==> src/rtl/bin_ascii_seq_pkg.sv <==
// bin_ascii_pkg: shared constants, FSM states and helpers for the binary to ASCII converter
package bin_ascii_pkg;
   localparam logic [6:0] ASCII_ZERO = 7'h30;
   localparam logic [6:0] ASCII_SPACE = 7'h20;
   localparam logic [2:0] ASCII_HI = 3'b011;
   localparam logic [3:0] BCD_CORR_THRESH = 4'd5;
   localparam logic [3:0] BCD_CORR_ADD = 4'd3;
   typedef enum logic [1:0] {S_IDLE, S_SHIFT, S_DONE} state_t;
   function automatic longint unsigned pow10(input int n);
      longint unsigned r = 1;
      for (int i = 0; i < n; i++) r = r * 10;
      return r;
   endfunction
endpackage

==> src/rtl/bin_ascii_seq_if.sv <==
// bin_ascii_seq_if: input and output valid/ready channels plus busy status of the converter
interface bin_ascii_seq_if #(
   parameter int WIDTH = 8,
   parameter int DIGITS = 3
);
   logic in_valid;
   logic in_ready;
   logic [WIDTH-1:0] in_data;
   logic out_valid;
   logic out_ready;
   logic [7*DIGITS-1:0] out_ascii;
   logic busy;
   modport master (
      output in_valid, in_data, out_ready,
      input in_ready, out_valid, out_ascii, busy
   );
   modport slave (
      input in_valid, in_data, out_ready,
      output in_ready, out_valid, out_ascii, busy
   );
endinterface

==> src/rtl/bin_ascii_seq_bcd_corr_digit.sv <==
// bcd_corr_digit: double-dabble add-3 correction of one BCD nibble
module bcd_corr_digit
   import bin_ascii_pkg::*;
(
   input logic [3:0] nib,
   output logic [3:0] corr
);
   assign corr = nib >= BCD_CORR_THRESH ? nib + BCD_CORR_ADD : nib;
endmodule

==> src/rtl/bin_ascii_seq.sv <==
// bin_ascii_seq: bit-serial double-dabble binary to ASCII decimal converter; define BIN_ASCII_BLANK_LZ_EN to blank leading zeros
module bin_ascii_seq
   import bin_ascii_pkg::*;
#(
   parameter int WIDTH = 8,
   parameter int DIGITS = 3,
   parameter int CNT_W = $clog2(WIDTH + 1)
) (
   input logic clk,
   input logic rst,
   bin_ascii_seq_if.slave bus
);
   state_t state, state_n;
   logic [CNT_W-1:0] cnt;
   logic [WIDTH-1:0] sh;
   logic [4*DIGITS-1:0] bcd, corr;
   logic accept;

   if (WIDTH < 1 || WIDTH > 32 || pow10(DIGITS) < (64'd1 << WIDTH)) begin : g_bad_params
      $error("bin_ascii_seq: DIGITS cannot represent every WIDTH-bit value");
   end

   for (genvar i = 0; i < DIGITS; i++) begin : g_corr
      bcd_corr_digit u_corr (.nib(bcd[4*i+:4]), .corr(corr[4*i+:4]));
   end

   function automatic logic [7*DIGITS-1:0] fmt(input logic [4*DIGITS-1:0] b);
      logic [7*DIGITS-1:0] r;
`ifdef BIN_ASCII_BLANK_LZ_EN
      logic lead;
      lead = 1'b1;
`endif
      r = '0;
      for (int k = DIGITS - 1; k >= 0; k--) begin
`ifdef BIN_ASCII_BLANK_LZ_EN
         lead = lead && b[4*k+:4] == 4'd0 && k != 0;
         r[7*k+:7] = lead ? ASCII_SPACE : {ASCII_HI, b[4*k+:4]};
`else
         r[7*k+:7] = {ASCII_HI, b[4*k+:4]};
`endif
      end
      return r;
   endfunction

   assign bus.in_ready = state == S_IDLE && !rst;
   assign bus.busy = state == S_SHIFT;
   assign bus.out_valid = state == S_DONE;
   assign accept = bus.in_valid && bus.in_ready;

   // state register
   always_ff @(posedge clk) state <= rst ? S_IDLE : state_n;

   // next state: accept, shift until the counter is exhausted, hold result until taken
   always_comb begin
      state_n = state;
      case (state)
         S_IDLE: if (accept) state_n = S_SHIFT;
         S_SHIFT: if (cnt == '0) state_n = S_DONE;
         S_DONE: if (bus.out_ready) state_n = S_IDLE;
         default: state_n = S_IDLE;
      endcase
   end

   // datapath: load operand, one corrected shift per cycle, capture ASCII on DONE entry
   always_ff @(posedge clk) begin
      if (rst) begin
         cnt <= '0;
         sh <= '0;
         bcd <= '0;
         bus.out_ascii <= fmt('0);
      end else begin
         if (accept) begin
            sh <= bus.in_data;
            bcd <= '0;
            cnt <= CNT_W'(WIDTH);
         end
         if (state == S_SHIFT && cnt != '0) begin
            bcd <= {corr[4*DIGITS-2:0], sh[WIDTH-1]};
            sh <= sh << 1;
            cnt <= cnt - 1'b1;
         end
         if (state == S_SHIFT && cnt == '0) bus.out_ascii <= fmt(bcd);
      end
   end
endmodule

==> src/flat_wrapper.sv <==
// flat-port wrapper written by rule: the top's interface ports become plain ports
module bin_ascii_seq_flat import bin_ascii_pkg::*;
#(
   parameter int WIDTH = 8,
   parameter int DIGITS = 3,
   parameter int CNT_W = $clog2(WIDTH + 1)
)
  (clk, rst, bus_in_valid, bus_in_data, bus_out_ready, bus_in_ready, bus_out_valid, bus_out_ascii, bus_busy);
  bin_ascii_seq_if #(.WIDTH(WIDTH), .DIGITS(DIGITS)) bus_i ();
  input logic clk;
  input logic rst;
  input wire logic [$bits(bus_i.in_valid)-1:0] bus_in_valid;
  input wire logic [$bits(bus_i.in_data)-1:0] bus_in_data;
  input wire logic [$bits(bus_i.out_ready)-1:0] bus_out_ready;
  output wire logic [$bits(bus_i.in_ready)-1:0] bus_in_ready;
  output wire logic [$bits(bus_i.out_valid)-1:0] bus_out_valid;
  output wire logic [$bits(bus_i.out_ascii)-1:0] bus_out_ascii;
  output wire logic [$bits(bus_i.busy)-1:0] bus_busy;
  assign bus_i.in_valid = bus_in_valid;
  assign bus_i.in_data = bus_in_data;
  assign bus_i.out_ready = bus_out_ready;
  assign bus_in_ready = bus_i.in_ready;
  assign bus_out_valid = bus_i.out_valid;
  assign bus_out_ascii = bus_i.out_ascii;
  assign bus_busy = bus_i.busy;
  bin_ascii_seq #(.WIDTH(WIDTH), .DIGITS(DIGITS), .CNT_W(CNT_W)) u_core (.clk(clk), .rst(rst), .bus(bus_i));
endmodule
==> config.mk <==
export PLATFORM = sky130hd
export DESIGN_NAME = bin_ascii_seq_flat
export DESIGN_NICKNAME = d
export VERILOG_FILES = /design/src/rtl/bin_ascii_seq_pkg.sv /design/src/rtl/bin_ascii_seq_if.sv /design/src/rtl/bin_ascii_seq_bcd_corr_digit.sv /design/src/rtl/bin_ascii_seq.sv /design/src/flat_wrapper.sv
export SDC_FILE = /design/constraint.sdc
export NUM_CORES = 1
export LEC_CHECK = 0
export CORE_MARGIN = 8
export CORE_UTILIZATION = 50
export CTS_CLUSTER_SIZE = 16
export DETAILED_ROUTE_END_ITERATION = 7
export GPL_ROUTABILITY_DRIVEN = 1
export PLACE_DENSITY_LB_ADDON = 0.1
export SLEW_MARGIN = 20
export SYNTH_ARGS = -nofsm -noshare
export SYNTH_HDL_FRONTEND = slang
export SYNTH_HIERARCHICAL = 1
export SYNTH_SLANG_ARGS = --single-unit
==> constraint.sdc <==
create_clock -name clk -period 4.3 [get_ports clk]
set_clock_uncertainty 0.05 [all_clocks]
set_input_delay 0.43 -clock clk [delete_from_list [all_inputs] [get_ports clk]]
set_output_delay 0.43 -clock clk [all_outputs]
set_load 0.03 [all_outputs]
; After elaboration in Yosys (flattened, before gate mapping)
; Cells that the tools add are included.
[classes]
add_sub_neg = 4
n_mul = 0
div = 0
magnitude_cmp = 3
n_eq_ne = 5
shift = 0
mux = 13
bitwise = 0
reduce_logical = 11
[ops]
columns = cell, count
row1 = $mux W12, 2
row2 = $mux W4, 4
row3 = $mux W8, 2
row4 = $ge A4 B3 Y1 const B, 3
row5 = $add A4 B2 Y4 const B, 2
row6 = $mux W2, 3
row7 = $pmux W2 S3, 1
row8 = $logic_and A1 B1 Y1, 4
row9 = $logic_not A4 Y1, 1
row10 = $ne A2 B1 Y1 const B, 2
row11 = $reduce_bool A4 Y1, 1
row12 = $sub A4 B1 Y4 const B, 1
row13 = $add A3 B2 Y3 const B, 1
row14 = $mux W3, 1
row15 = $reduce_and A3 Y1, 1
row16 = $eq A2 B1 Y1 const B, 1
row17 = $eq A2 B2 Y1 const B, 1
row18 = $logic_not A2 Y1, 1
row19 = $ne A2 B2 Y1 const B, 1
row20 = $reduce_bool A2 Y1, 1
row21 = $reduce_or A2 Y1, 1
row22 = $logic_not A1 Y1, 1
[totals]
regBits = 38
latchBits = 0
mem_bits_rw = 0
rom_bits = 0
in_bits = 12
output_inout_bits = 24
elab_cells = 42
memories = 0

; Longest topological paths before layout
[logic_depth]
word_depth = 5
depth_mapped = 8
ltp_nobuf = 7

; Modules after synthesis
; The synthesis kept the hierarchy.
[modules_own_cells]
columns = module, n_inst, cells_per_inst, area_per_inst_um2, seq_area_each_um2
row1 = bin_ascii_seq, 1, 176, 1636.6, 760.7
row2 = bcd_corr_digit, 3, 16, 101.3, 0.0

; Worst setup path after synthesis
; No wires, ideal clock.
[synth_path]
path_type = reg-to-reg
startpoint = register u_core.cnt[0]
endpoint = register u_core.cnt[1]
setup_ps = 71
arrival_time_ps = 1633
t_required_ps = 4179
setup_slack_ps = 2546
path_stages_with_launch = 8
n_path_buf = 1
period_less_slack_ps = 1754
cell_sequence = dfxtp_1 -> inv_1 -> ha_1 -> or3b_4 -> and2_4 -> buf_6 -> or3_1 -> a21oi_1
[synth_via]
elab_chain_len = 3
elab_cells_between_ends = 5
cone_classes = 1 x add/sub / 1 x mux / 3 x reduce/logical
[synth_lines]
columns = element, line
row1 = "start, declared", bin_ascii_seq.sv:14  ; logic [CNT_W-1:0] cnt;
row2 = "start signal, assigned", bin_ascii_seq.sv:75  ; cnt <= CNT_W'(WIDTH);
row3 = "start signal, assigned", bin_ascii_seq.sv:80  ; cnt <= cnt - 1'b1;
row4 = branches (longest 3 deep; another with $sub A4 B1 Y4), -
; Parallel ways; which one is timed is not known.
; A chain may end at the register's enable or synchronous reset.

; Final worst setup path
[layout_path]
startpoint = input rst
endpoint = output bus_in_ready
[layout_via]
elab_chain_len = 2
[layout_lines]
columns = element, line
row1 = "start, declared", flat_wrapper.sv:11  ; input logic rst;
row2 = $logic_not A1 Y1, bin_ascii_seq.sv:45  ; assign bus.in_ready = state == S_IDLE && !rst;
row3 = $logic_and A1 B1 Y1, bin_ascii_seq.sv:45
row4 = "end, declared", flat_wrapper.sv:15  ; output wire logic [$bits(bus_i.in_ready)-1:0] bus_in_ready;
; Every way passes these cells.

==> results.sh <==
export IMPL_grt_antenna_before_repair=0
export IMPL_first_iter_violations=44
export IMPL_port_buffers=26
export IMPL_met3_track_demand_over_resource=0.04608
export IMPL_synth_area_per_cell_sq_um=8.730
export IMPL_setup_tns_final_ns=0
export IMPL_detailroute_via_count=1503
export IMPL_drtAntennaViolNets=0
export IMPL_min_period_over_period=0.5802
export IMPL_critPathMaxFanout=40
export IMPL_grt_pass1_wl_um=6568
export IMPL_clkTransAtPathRegs_ns=0.08
export IMPL_setup_violations_final=0
export IMPL_design_die_area_sq_um=6080
export IMPL_postCtsSetupBuffers=0
export IMPL_cts_root_buffer="clkbuf_8"
export IMPL_p_comb_frac=0.107
export IMPL_tritoncts="built"
export IMPL_first_pass_iters=4
export IMPL_critical_path_class="input pin to primary output"
export IMPL_cellLeakagePower_nw=0.9207
export IMPL_insertion_delay_of_the_later_clocked_pin_in_the_worst_skew_pair_ns=0.29
export IMPL_chipHeight_um=77.98
export IMPL_core_area_sq_um=3689
export IMPL_antennaDiodeCount=0
export IMPL_area_of_the_multi_input_gates_sq_um=1028
export IMPL_dp_worst_setup_slack_ns=1.801
export IMPL_cts_sinks=38
export IMPL_die_w_um=77.98
export IMPL_peak_freq_mhz=400.8
export IMPL_endpoint_kind_of_the_worst_setup_timing_path="primary output"
export IMPL_worstHoldPathType="flip-flop to flip-flop"
export IMPL_setup_slack_ns=1.805
export IMPL_power_per_cell_area_nw_per_um2=331.8
export IMPL_grt_use_met2=0.2114
export IMPL_vdd_drop_max_uv=201.7
export IMPL_grt_overflow_total=0
export IMPL_final_number_of_hold_violating_endpoints=0
export IMPL_pwr_share_seq=0.488
export IMPL_start_util=0.5207
export IMPL_max_cap_violations=0
export IMPL_total_switching_power_w=0.0001849
export IMPL_cts_hold_fix_buffers=0
export IMPL_layout_area_overhead_vs_synth_pct=18.11
export IMPL_grt_start_max_net_pins=41
export IMPL_gr_usage_all_layers=0.1274
export IMPL_run_status="completed"
export IMPL_mostFrequentLayoutCells="dfxtp_1, clkdlybuf4s50_1, nor2_1"
export IMPL_dpl_hpwl_um=2414
export IMPL_fillers=355
export IMPL_final_seq_area_sq_um=760.7
export IMPL_layout_commonest_cell="dfxtp_1"
export IMPL_final_min_clock_period_ns=2.495
export IMPL_setup_repair_after_global_routing_missed_its_margin="false"
export IMPL_mappedNetlistArea_sq_um=1921
export IMPL_timing_critical_path_required_ns=3.82
export IMPL_drt_wl_total_um=3664
export IMPL_detail_route_vias_per_cell=5.183
export IMPL_layout_cells_sized_above_1=0.06612
export IMPL_finalWeightedCongestion=0.7278
export IMPL_share_of_power_burned_in_the_clock_network=0.405
export IMPL_p_int_w=0.0005678
export IMPL_finish_net_count=261
export IMPL_tightest_slew_ns=0.9026
export IMPL_worstSetupStartpointType="input pin"
export IMPL_cts_buffers=5
export IMPL_cts_htree_levels=2
export IMPL_swShare=0.2457
export IMPL_postSynthCellCount=220
export IMPL_cts_repair_resized=0
export IMPL_ctsLongestPathBuffers=2
export IMPL_synth_warnings=6
export IMPL_globalRoute_busiestLayer="met2"
export IMPL_crit_arrival_ns=2.01
export IMPL_vias_in_the_first_global_route=1510
export IMPL_boundaryPins=36
export IMPL_rows=22
export IMPL_final_core_util=0.6150
export IMPL_routedWlPerCell_um=12.63
export IMPL_max_slew_margin_rel=0.3968
export IMPL_drc=0
export IMPL_global_route_usage_met1=0.1457
export IMPL_final_max_slew_violation_count=0
## metrics by stage
stage,cell area (sq um),instances,power [W],hold slack (ns)
2_1_floorplan,1947,227,0.0004394,0.3812
3_3_place_gp,2155,282,0.0004554,0.3943
3_5_place_dp,2155,282,0.0004562,0.3976
4_1_cts,2268,290,0.0007617,0.4202
5_1_grt,2268,290,0.0007821,0.4415
6_report,2268,290,0.0007527,0.4161
## final timing paths
| path | startpoint | endpoint | slack, ns | depth (start not counted) |
|---|---|---|---|---|
| min | u_core/sh[7] | u_core/bcd[0] | 0.42 | 2 |
| min reg2reg | u_core/sh[7] | u_core/bcd[0] | 0.42 | 2 |
| max reg2reg | u_core/state[0] | u_core/cnt[3] | 2.03 | 4 |
| max | rst | bus_in_ready | 1.81 | 4 |
## routing by layer
metal,wire length [um],vias up
met5,0,-
met4,54,0
met3,209,6
met2,1700,27
met1,1700,707
li1,-,763
## sequential cells by signal, indices dropped and copies added (netlist names)
signal,cells
u_core/bcd,12
u_core/cnt,4
u_core/bus.out_ascii,12
u_core/state,2
u_core/sh,8
## power groups by stage
stage / combinational [W] / clock (W) / sequential, W
floorplan: 0.0000657 / 0 / 0.000374
global placement: 0.0000801 / 0 / 0.000375
detailed placement: 0.0000809 / 0 / 0.000375
CTS: 0.0000810 / 0.000314 / 0.000367
global route: 0.0000875 / 0.000326 / 0.000368
finish: 0.0000809 / 0.000305 / 0.000367
## worst max-delay path, stage by stage
cell,delay (ns)
clkdlybuf4s50_1,0.39
buf_4,0.26
nor3_1,0.21
clkdlybuf4s50_1,0.72
## final cells by class
type / count / share of cell area
Multi-Input combinational cell: 160 / 0.4534
Sequential cell: 38 / 0.3354
Timing Repair Buffer: 28 / 0.1213
Clock buffer: 5 / 0.03034
Tap cell: 48 / 0.02648
Clock inverter: 3 / 0.01986
Inverter: 8 / 0.01324
Power figures use the tool's default switching activity.
